## src/rtl/bus_rr_arbiter.sv

```systemverilog
// bus_rr_arbiter: round-robin owner sequencing for one shared 32-bit resource
// among eight requesters. Drives a one-hot grant back to the requesters and a
// binary select for the 8:1 datapath mux in front of the resource. Ownership is
// held until the resource pulses done, the owner drops its request, or the
// watchdog expires.
module bus_rr_arbiter #(
  parameter int unsigned TIMEOUT = 255  // max cycles a grant may be held without done; 0 disables
) (
  input  logic       clk,
  input  logic       rst_n,
  input  logic [7:0] req,
  input  logic       done,
  output logic [7:0] gnt,
  output logic [2:0] sel,
  output logic       busy,
  output logic       timeout
);

  // Counter is at least one bit wide so TIMEOUT=0 still elaborates cleanly.
  localparam int unsigned CW = (TIMEOUT > 0) ? $clog2(TIMEOUT + 1) : 1;
  // Expiry is judged on the count sampled at the edge, so the last count value
  // before release is TIMEOUT-1; this lands the pulse exactly T edges after the grant.
  localparam logic [CW-1:0] WD_LAST = (TIMEOUT > 0) ? CW'(TIMEOUT - 1) : '0;
  localparam logic [CW-1:0] WD_MAX  = CW'(TIMEOUT);

  typedef enum logic {
    IDLE = 1'b0,
    OWN  = 1'b1
  } state_t;

  state_t        state;
  logic [2:0]    last;     // most recent owner; lowest priority in the next search
  logic [CW-1:0] wd_cnt;

  logic [2:0] owner;
  logic [7:0] others;
  logic [2:0] idle_pick;
  logic [2:0] own_pick;
  logic       wd_expire;
  logic       rel_any;
  logic       rel_to;

  // First set bit of r searching from ptr+1 upward, wrapping modulo 8, so ptr
  // itself is visited last. Caller guarantees r is nonzero when the result is used.
  function automatic logic [2:0] rr_pick(input logic [7:0] r, input logic [2:0] ptr);
    logic [2:0] idx;
    logic       found;
    logic [2:0] pick;
    pick  = ptr;
    found = 1'b0;
    for (int i = 1; i <= 8; i++) begin
      idx = ptr + 3'(i);
      if (!found && r[idx]) begin
        pick  = idx;
        found = 1'b1;
      end
    end
    return pick;
  endfunction

  // Release detection and next-owner selection for the current cycle.
  always_comb begin
    // NOTE: every signal driven here gets a value on every path first, so no latch is inferred.
    owner     = sel;
    others    = req & ~(8'b1 << sel);
    idle_pick = rr_pick(req, last);
    own_pick  = rr_pick(others, sel);
    wd_expire = 1'b0;
    rel_any   = 1'b0;
    rel_to    = 1'b0;
    if (state == OWN) begin
      wd_expire = (TIMEOUT > 0) && (wd_cnt == WD_LAST);
      rel_any   = done || !req[owner] || wd_expire;
      // done wins over expiry, and an owner that has already let go is not
      // reported as a timeout.
      rel_to    = wd_expire && !done && req[owner];
    end
  end

  // Ownership state machine with registered grant, select, busy and timeout.
  always_ff @(posedge clk or negedge rst_n) begin
    // NOTE: sequential state uses non-blocking assignments so every register samples pre-edge values.
    if (!rst_n) begin
      state   <= IDLE;
      gnt     <= '0;
      sel     <= '0;
      busy    <= 1'b0;
      timeout <= 1'b0;
      last    <= 3'd7;
      wd_cnt  <= '0;
    end else begin
      timeout <= rel_to;
      case (state)
        IDLE: begin
          if (|req) begin
            state  <= OWN;
            gnt    <= 8'b1 << idle_pick;
            sel    <= idle_pick;
            last   <= idle_pick;
            busy   <= 1'b1;
            wd_cnt <= '0;
          end
        end
        OWN: begin
          if (rel_any) begin
            if (|others) begin
              // Back-to-back handover: no idle bubble between owners.
              gnt    <= 8'b1 << own_pick;
              sel    <= own_pick;
              last   <= own_pick;
              wd_cnt <= '0;
            end else if (req[owner] && done) begin
              // Sole requester finished a transaction and wants another.
              wd_cnt <= '0;
            end else begin
              // sel and last keep the old owner so the mux stays stable.
              state <= IDLE;
              gnt   <= '0;
              busy  <= 1'b0;
            end
          end else if ((TIMEOUT > 0) && (wd_cnt < WD_MAX)) begin
            wd_cnt <= wd_cnt + CW'(1);
          end
        end
        default: begin
          state <= IDLE;
          gnt   <= '0;
          busy  <= 1'b0;
        end
      endcase
    end
  end

endmodule

```

## config.mk

```make
export PLATFORM = sky130hd
export DESIGN_NAME = bus_rr_arbiter
export DESIGN_NICKNAME = d
export VERILOG_FILES = /design/src/rtl/bus_rr_arbiter.sv
export SDC_FILE = /design/constraint.sdc
export NUM_CORES = 1
export LEC_CHECK = 0
export BUFFER_PORTS_ARGS = -buffer_cell sky130_fd_sc_hd__buf_2
export CAP_MARGIN = 15
export CORE_MARGIN = 5
export CORE_UTILIZATION = 69
export CTS_BUF_LIST = sky130_fd_sc_hd__clkbuf_4 sky130_fd_sc_hd__clkbuf_8
export DETAILED_ROUTE_END_ITERATION = 6
export PLACE_DENSITY = 0.9
export SYNTH_ARGS = -nofsm -noshare
export SYNTH_HDL_FRONTEND = slang
export SYNTH_SLANG_ARGS = --single-unit
```

## constraint.sdc

```tcl
create_clock -name clk -period 11 [get_ports clk]
set_input_delay 1.65 -clock clk [delete_from_list [all_inputs] [get_ports clk]]
set_output_delay 1.65 -clock clk [all_outputs]
set_load 0.01 [all_outputs]
```

Yosys cells after proc, flatten, opt, wreduce, memory -nomap -nowiden
Index checks and enable logic that the tools add are counted.
Operators by class
  add/subtract/negate cells: 15
  $lt $le $gt $ge: 17
  eq/ne operators: 9
  shift-type cells: 3
  mux-type cells: 91
  bitwise gates (word level): 3
  reduce and logical (&&, ||, !) cells: 41
Operators by type and width (number)
  $mux W8: 9
  $lt A3 B4 Y1 const B: 16
  $mux W3: 19
  $bmux W1 S3: 17
  $mux W1: 41
  $pmux W8 S2: 2
  $add A3 B3 Y3 const B: 8
  $shl A1 B3 Y8 const A: 3
  $logic_and A1 B1 Y1: 17
  $logic_not A1 Y1: 16
  $reduce_or A8 Y1: 2
  $add A3 B2 Y3 const B: 4
  $reduce_and A3 Y1: 3
  $add A8 B1 Y8 const B: 1
  $and A8 B8 Y8: 1
  $eq A8 B8 Y1 const B: 1
  $lt A8 B8 Y1 const B: 1
  $not A8 Y8: 1
  $add A3 B1 Y3 const B: 2
  $ne A2 B2 Y1 const B: 3
  $pmux W3 S2: 1
  $ne A2 B1 Y1 const B: 2
  $ne A4 B2 Y1 const B: 1
  $pmux W1 S2: 2
  other kinds (5): 6
Storage, ports and cells
  register bits: 25
  input port bits: 11
  output and inout port bits: 13
  logic and storage cells: 186

Longest topological paths before layout
  word-level depth: 31
  mapped depth: 13
  mapped depth without buffers: 10

Least setup slack after synthesis
OpenSTA, ideal clock, no wires.
  kind: in2reg
  start: in req[2]
  end: reg sel[0]
  library setup time: 133 ps
  arrival: 3830 ps
  data required time: 10867 ps
  path slack: 7037 ps
  cell stages on the path: 10
  buffers on the path: 2
  cell sequence: clkbuf_1 > mux2i_1 > mux4_2 > and2_0 > clkbuf_1 > a41o_1 > or3_1 > and2_1 > a211oi_1 > a21oi_1
On the way
  cells in the longest elaborated chain, start to end: 28
  elaborated cells on any way between the ends: 107
  those cells by class: eq/ne: 3; mux: 69; bitwise: 1; reduce/logical: 34
RTL lines
  start: declaration: line 11  | input logic [7:0] req,
  $and A8 B8 Y8: line 65  | others = req & ~(8'b1 << sel);
  $bmux W1 S3: line 53  | if (!found && r[idx]) begin
  $mux W1 (not written as such): line 53
  $mux W1: line 53
  $logic_not A1 Y1: line 53
  $logic_and A1 B1 Y1: line 53
  $mux W1: line 53
  $logic_not A1 Y1: line 53
  (+12 left out)
  $logic_and A1 B1 Y1: line 53
  $mux W1: line 53
  $logic_not A1 Y1: line 53
  $logic_and A1 B1 Y1: line 53
  $mux W3: line 53
  $mux W3: line 106  | if (|others) begin
  $mux W3: line 105  | if (rel_any) begin
  $pmux W3 S2: line 93  | case (state)
  end signal: assignment: line 98  | sel <= idle_pick;
  end signal: assignment: line 109  | sel <= own_pick;
  end: declaration: line 14  | output logic [2:0] sel,
Several ways; a longest one is shown, not always the timed one. The select of a mux whose other input is x is not followed.
A chain may end at the register's enable or synchronous reset.

Worst setup path in the final report
  start: reg last[0]
  end: reg gnt[1]
On the way
  cells in the longest elaborated chain, start to end: 28
  elaborated cells on any way between the ends: 55
  those cells by class: add/sub: 7; shift: 1; mux: 33; reduce/logical: 14
RTL lines
  start: declaration: line 32  | logic [2:0] last;
  start signal: assignment: line 99  | last <= idle_pick;
  start signal: assignment: line 110  | last <= own_pick;
  $add A3 B1 Y3: line 52  | idx = ptr + 3'(i);
  $bmux W1 S3: line 53
  $mux W1 (not written as such): line 53
  $mux W1: line 53
  $logic_not A1 Y1: line 53
  $logic_and A1 B1 Y1: line 53
  $mux W1: line 53
  $logic_not A1 Y1: line 53
  (+12 left out)
  $logic_and A1 B1 Y1: line 53
  $mux W1: line 53
  $logic_not A1 Y1: line 53
  $logic_and A1 B1 Y1: line 53
  $mux W3 *: line 53
  $shl A1 B3 Y8 *: line 97  | gnt <= 8'b1 << idle_pick;
  $mux W8 *: line 95  | if (|req) begin
  $pmux W8 S2 *: line 93
  end signal: assignment: line 97
  end signal: assignment: line 108  | gnt <= 8'b1 << own_pick;
  end: declaration: line 13  | output logic [7:0] gnt,
Mark *: on every way between the ends. The rest lies on a longest branch, timed or not. The select of a mux whose other input is x is not followed.

==> impl_metrics.py <==
metrics = {
    "run_status": {
        "status": "finished clean",
    },
    "die": {
        "dieArea_sq_mm": 0.00643,
        "initial_core_util_pct": 71.6,
        "ios": 24,
        "row_count": 25,
        "die_w_microns": 80.2,
        "core_area_sq_mm": 0.00475,
        "die_h_microns": 80.2,
    },
    "synthesis": {
        "synth.distinct_cells": 73,
        "synth_nets": 424,
        "syn_area_sq_mm": 0.00340,
        "synth-seq-area-share_pct": 18.5,
        "ys_seq_elements": 25,
        "yosys_warnings": 0,
        "synthArstFlopShare_pct": 100,
        "avgSynthCellArea_sq_um": 8.46,
        "synth_ff_type": "dfrtp_1",
        "synth_edf_count": 0,
        "syn_inst": 402,
    },
    "timing": {
        "clock.fmax_mhz": 232,
        "finalSetupTns_ps": 0,
        "skew_ps": 6.52,
        "finalHoldViolations": 0,
        "finalMaxSlewViolations": 0,
        "worst_slew_pin_slew_ps": 795,
        "relSlewSlack_pct": 47.0,
        "finalCritPeriodShare_pct": 39.1,
        "rsz0062_at_grt": "false",
        "min_period_ps": 4300,
        "setup_viol": 0,
    },
    "clock_tree": {
        "clockRootBuffer": "clkbuf_8",
        "cts.sinks": 25,
        "clk_pin_slew_ps": 90,
        "cts_hold_buf": 0,
        "htree_num_levels": 1,
        "cts-buffers-inserted": 3,
        "clock_latency_ps": 280,
        "ctsResizeCount": 0,
        "clockBufferDepth": 2,
        "cts_tree": "built",
        "cts_post_setup_buffers_inserted": 0,
    },
    "finish": {
        "layout_common_cells": "nand2_1 (36), nor2_1 (35), mux2i_1 (24), a21oi_1 (24), buf_2 (23)",
        "syn2layout_area_growth_pct": 3.49,
        "final_nets": 426,
        "fin_cells": 470,
        "final_common_cell": "nand2_1",
        "drive_above_1_share_pct": 15.4,
        "diodes": 0,
    },
    "placement": {
        "hpwl_microns": 6840,
        "port_buffers": 23,
        "place_inst": 466,
        "gp_congestion": 0.979,
    },
    "min_path": {
        "hold_path_class": "flip-flop to flip-flop",
        "min_from": "gnt[6]",
        "hold_path_depth": 2,
        "whs_endpoint": "gnt[6]",
    },
    "grt": {
        "grt_max_degree": 31,
        "grt_pass1_vias": 3259,
        "grt_pass1_wl_microns": 15200,
        "track_usage_pct": 29.8,
        "grt_overflow": 0,
        "antenna_found_initial": 0,
    },
    "setup_path": {
        "cp_max_fo": 30,
        "criticalPathCategory": "flip-flop to flip-flop",
        "critical_path.cell_chain": "inv_1, ha_1, mux2i_1, a21oi_1, o22ai_1, nand4_1, or2_2, o221ai_1, o2111ai_1, o211ai_1",
        "cp_slowest_cell": "dfstp_2",
        "required_ps": 11200,
        "slowest_delay_ps": 910,
        "r2r_setup_slack_ps": 6700,
        "endpoint_kind": "flip-flop",
        "worstReg2RegStart": "last[0]",
        "cp.arrival_ps": 4510,
        "reg2regPathDepth": 10,
        "cp-start-kind": "flip-flop",
        "r2r_end": "gnt[1]",
        "startpoint": "last[0]",
    },
    "detailed_routing": {
        "drc": 0,
        "route.vias.total": 3461,
        "drt_wl_total_microns": 9120,
        "vias_per_cell": 7.36,
        "drt-initial-drc-count": 487,
        "avgRoutedWirePerCell_microns": 19.4,
        "antenna_left": 0,
        "drt_pass1_iterations": 5,
    },
    "job": {
        "drv_cap": 0,
    },
}
[registers in the layout, summed over array words and instances, names as in the netlist]
signal and count:
gnt 8, wd_cnt 8, timeout 1, last 3
state 1, busy 1, sel 3
[worst max-delay path, delay by kind of cell, from the launching register on]
family | cells | cell delay [ps]
AO/OA/AOI/OAI | 5 | 1450
adder cells (fa/ha/maj) | 1 | 700
buffers and inverters | 1 | 230
flip-flops | 1 | 910
multiplexers | 1 | 390
AND/OR/NAND/NOR | 2 | 540
[through the flow]
| step | hold slack (ps) | utilization [%] | instance area (sq um) | setup WS [ps] |
|---|---|---|---|---|
| after floorplan | 497 | - | 3400 | 7040 |
| after CTS | 499 | 74.1 | 3520 | 6810 |
| after global placement | 469 | 73.1 | 3470 | 6680 |
| after detailed placement | 472 | 73.1 | 3470 | 6590 |
| after global routing | 540 | 74.1 | 3520 | 6400 |
| final | 494 | 74.1 | 3520 | 6700 |
[worst max-delay path by stage]
stage                  end  slack [ps]
floorplan           sel[0]        7040
global placement    gnt[4]        6680
detailed placement  gnt[4]        6590
CTS                 gnt[4]        6810
global route        gnt[1]        6400
finish              gnt[1]        6700
[synthesized netlist by cell type (all sizes together), types with 5 or more instances]
| cell type | n | area share [%] |
|---|---|---|
| nand2 | 36 | 4.0 |
| nor2 | 35 | 3.9 |
| a21oi | 24 | 3.5 |
| mux2i | 24 | 7.1 |
| dfrtp | 22 | 16 |
| mux4 | 18 | 12 |
| clkbuf | 15 | 1.7 |
| nand3 | 15 | 2.2 |
| inv | 13 | 1.4 |
| o21ai | 13 | 1.9 |
| buf | 11 | 2.0 |
| ha | 11 | 4.0 |
| o211ai | 10 | 2.2 |
| o22ai | 10 | 1.8 |
| and2 | 9 | 1.7 |
| a22oi | 8 | 1.8 |
| nand4 | 7 | 1.3 |
| o221ai | 7 | 1.8 |
| xor2 | 7 | 1.8 |
| a211oi | 6 | 1.5 |
| nor2b | 6 | 1.1 |
| nor4 | 6 | 1.1 |
| mux2 | 5 | 1.8 |
| nand2b | 5 | 0.92 |
| nand3b | 5 | 1.1 |
| o21a | 5 | 1.1 |
| xnor2 | 5 | 1.3 |
[kinds of logic (layout without fill, tap and decap cells)]
logic type               Yosys count  after routing  synth area share, %
adder cells (fa/ha/maj)           11             11                 4.05
flip-flops                        25             25                 18.5
XOR/XNOR                          12             12                 3.09
AO/OA/AOI/OAI                    125            125                 27.5
AND/OR/NAND/NOR                  141            141                 20.5
buffers and inverters             41             42                 5.37
multiplexers                      47             47                 21.0
[final cells by class]
type | instances | area [sq um]
repair buffers | 23 | 115
clock inverters | 1 | 5.00
multi-input cells | 336 | 2590
well taps | 67 | 83.8
fillers | 373 | 1230
clock buffers | 3 | 41.3
flip-flops and latches | 25 | 629
inverters | 15 | 56.3
[metal layers]
metal | routed length, microns | part of all wire [%] | GRT usage (%) | up-vias
met5 | 0 | 0 | 0 | -
met4 | 131 | 1.4 | 9.97 | 0
met3 | 846 | 9.3 | 3.25 | 15
li1 | - | - | - | 1560
met2 | 4210 | 46 | 48.0 | 216
met1 | 3930 | 43 | 41.8 | 1670
Power is not shown: default switching activity piles up to over one toggle a cycle in this logic, so the estimate is an artifact.
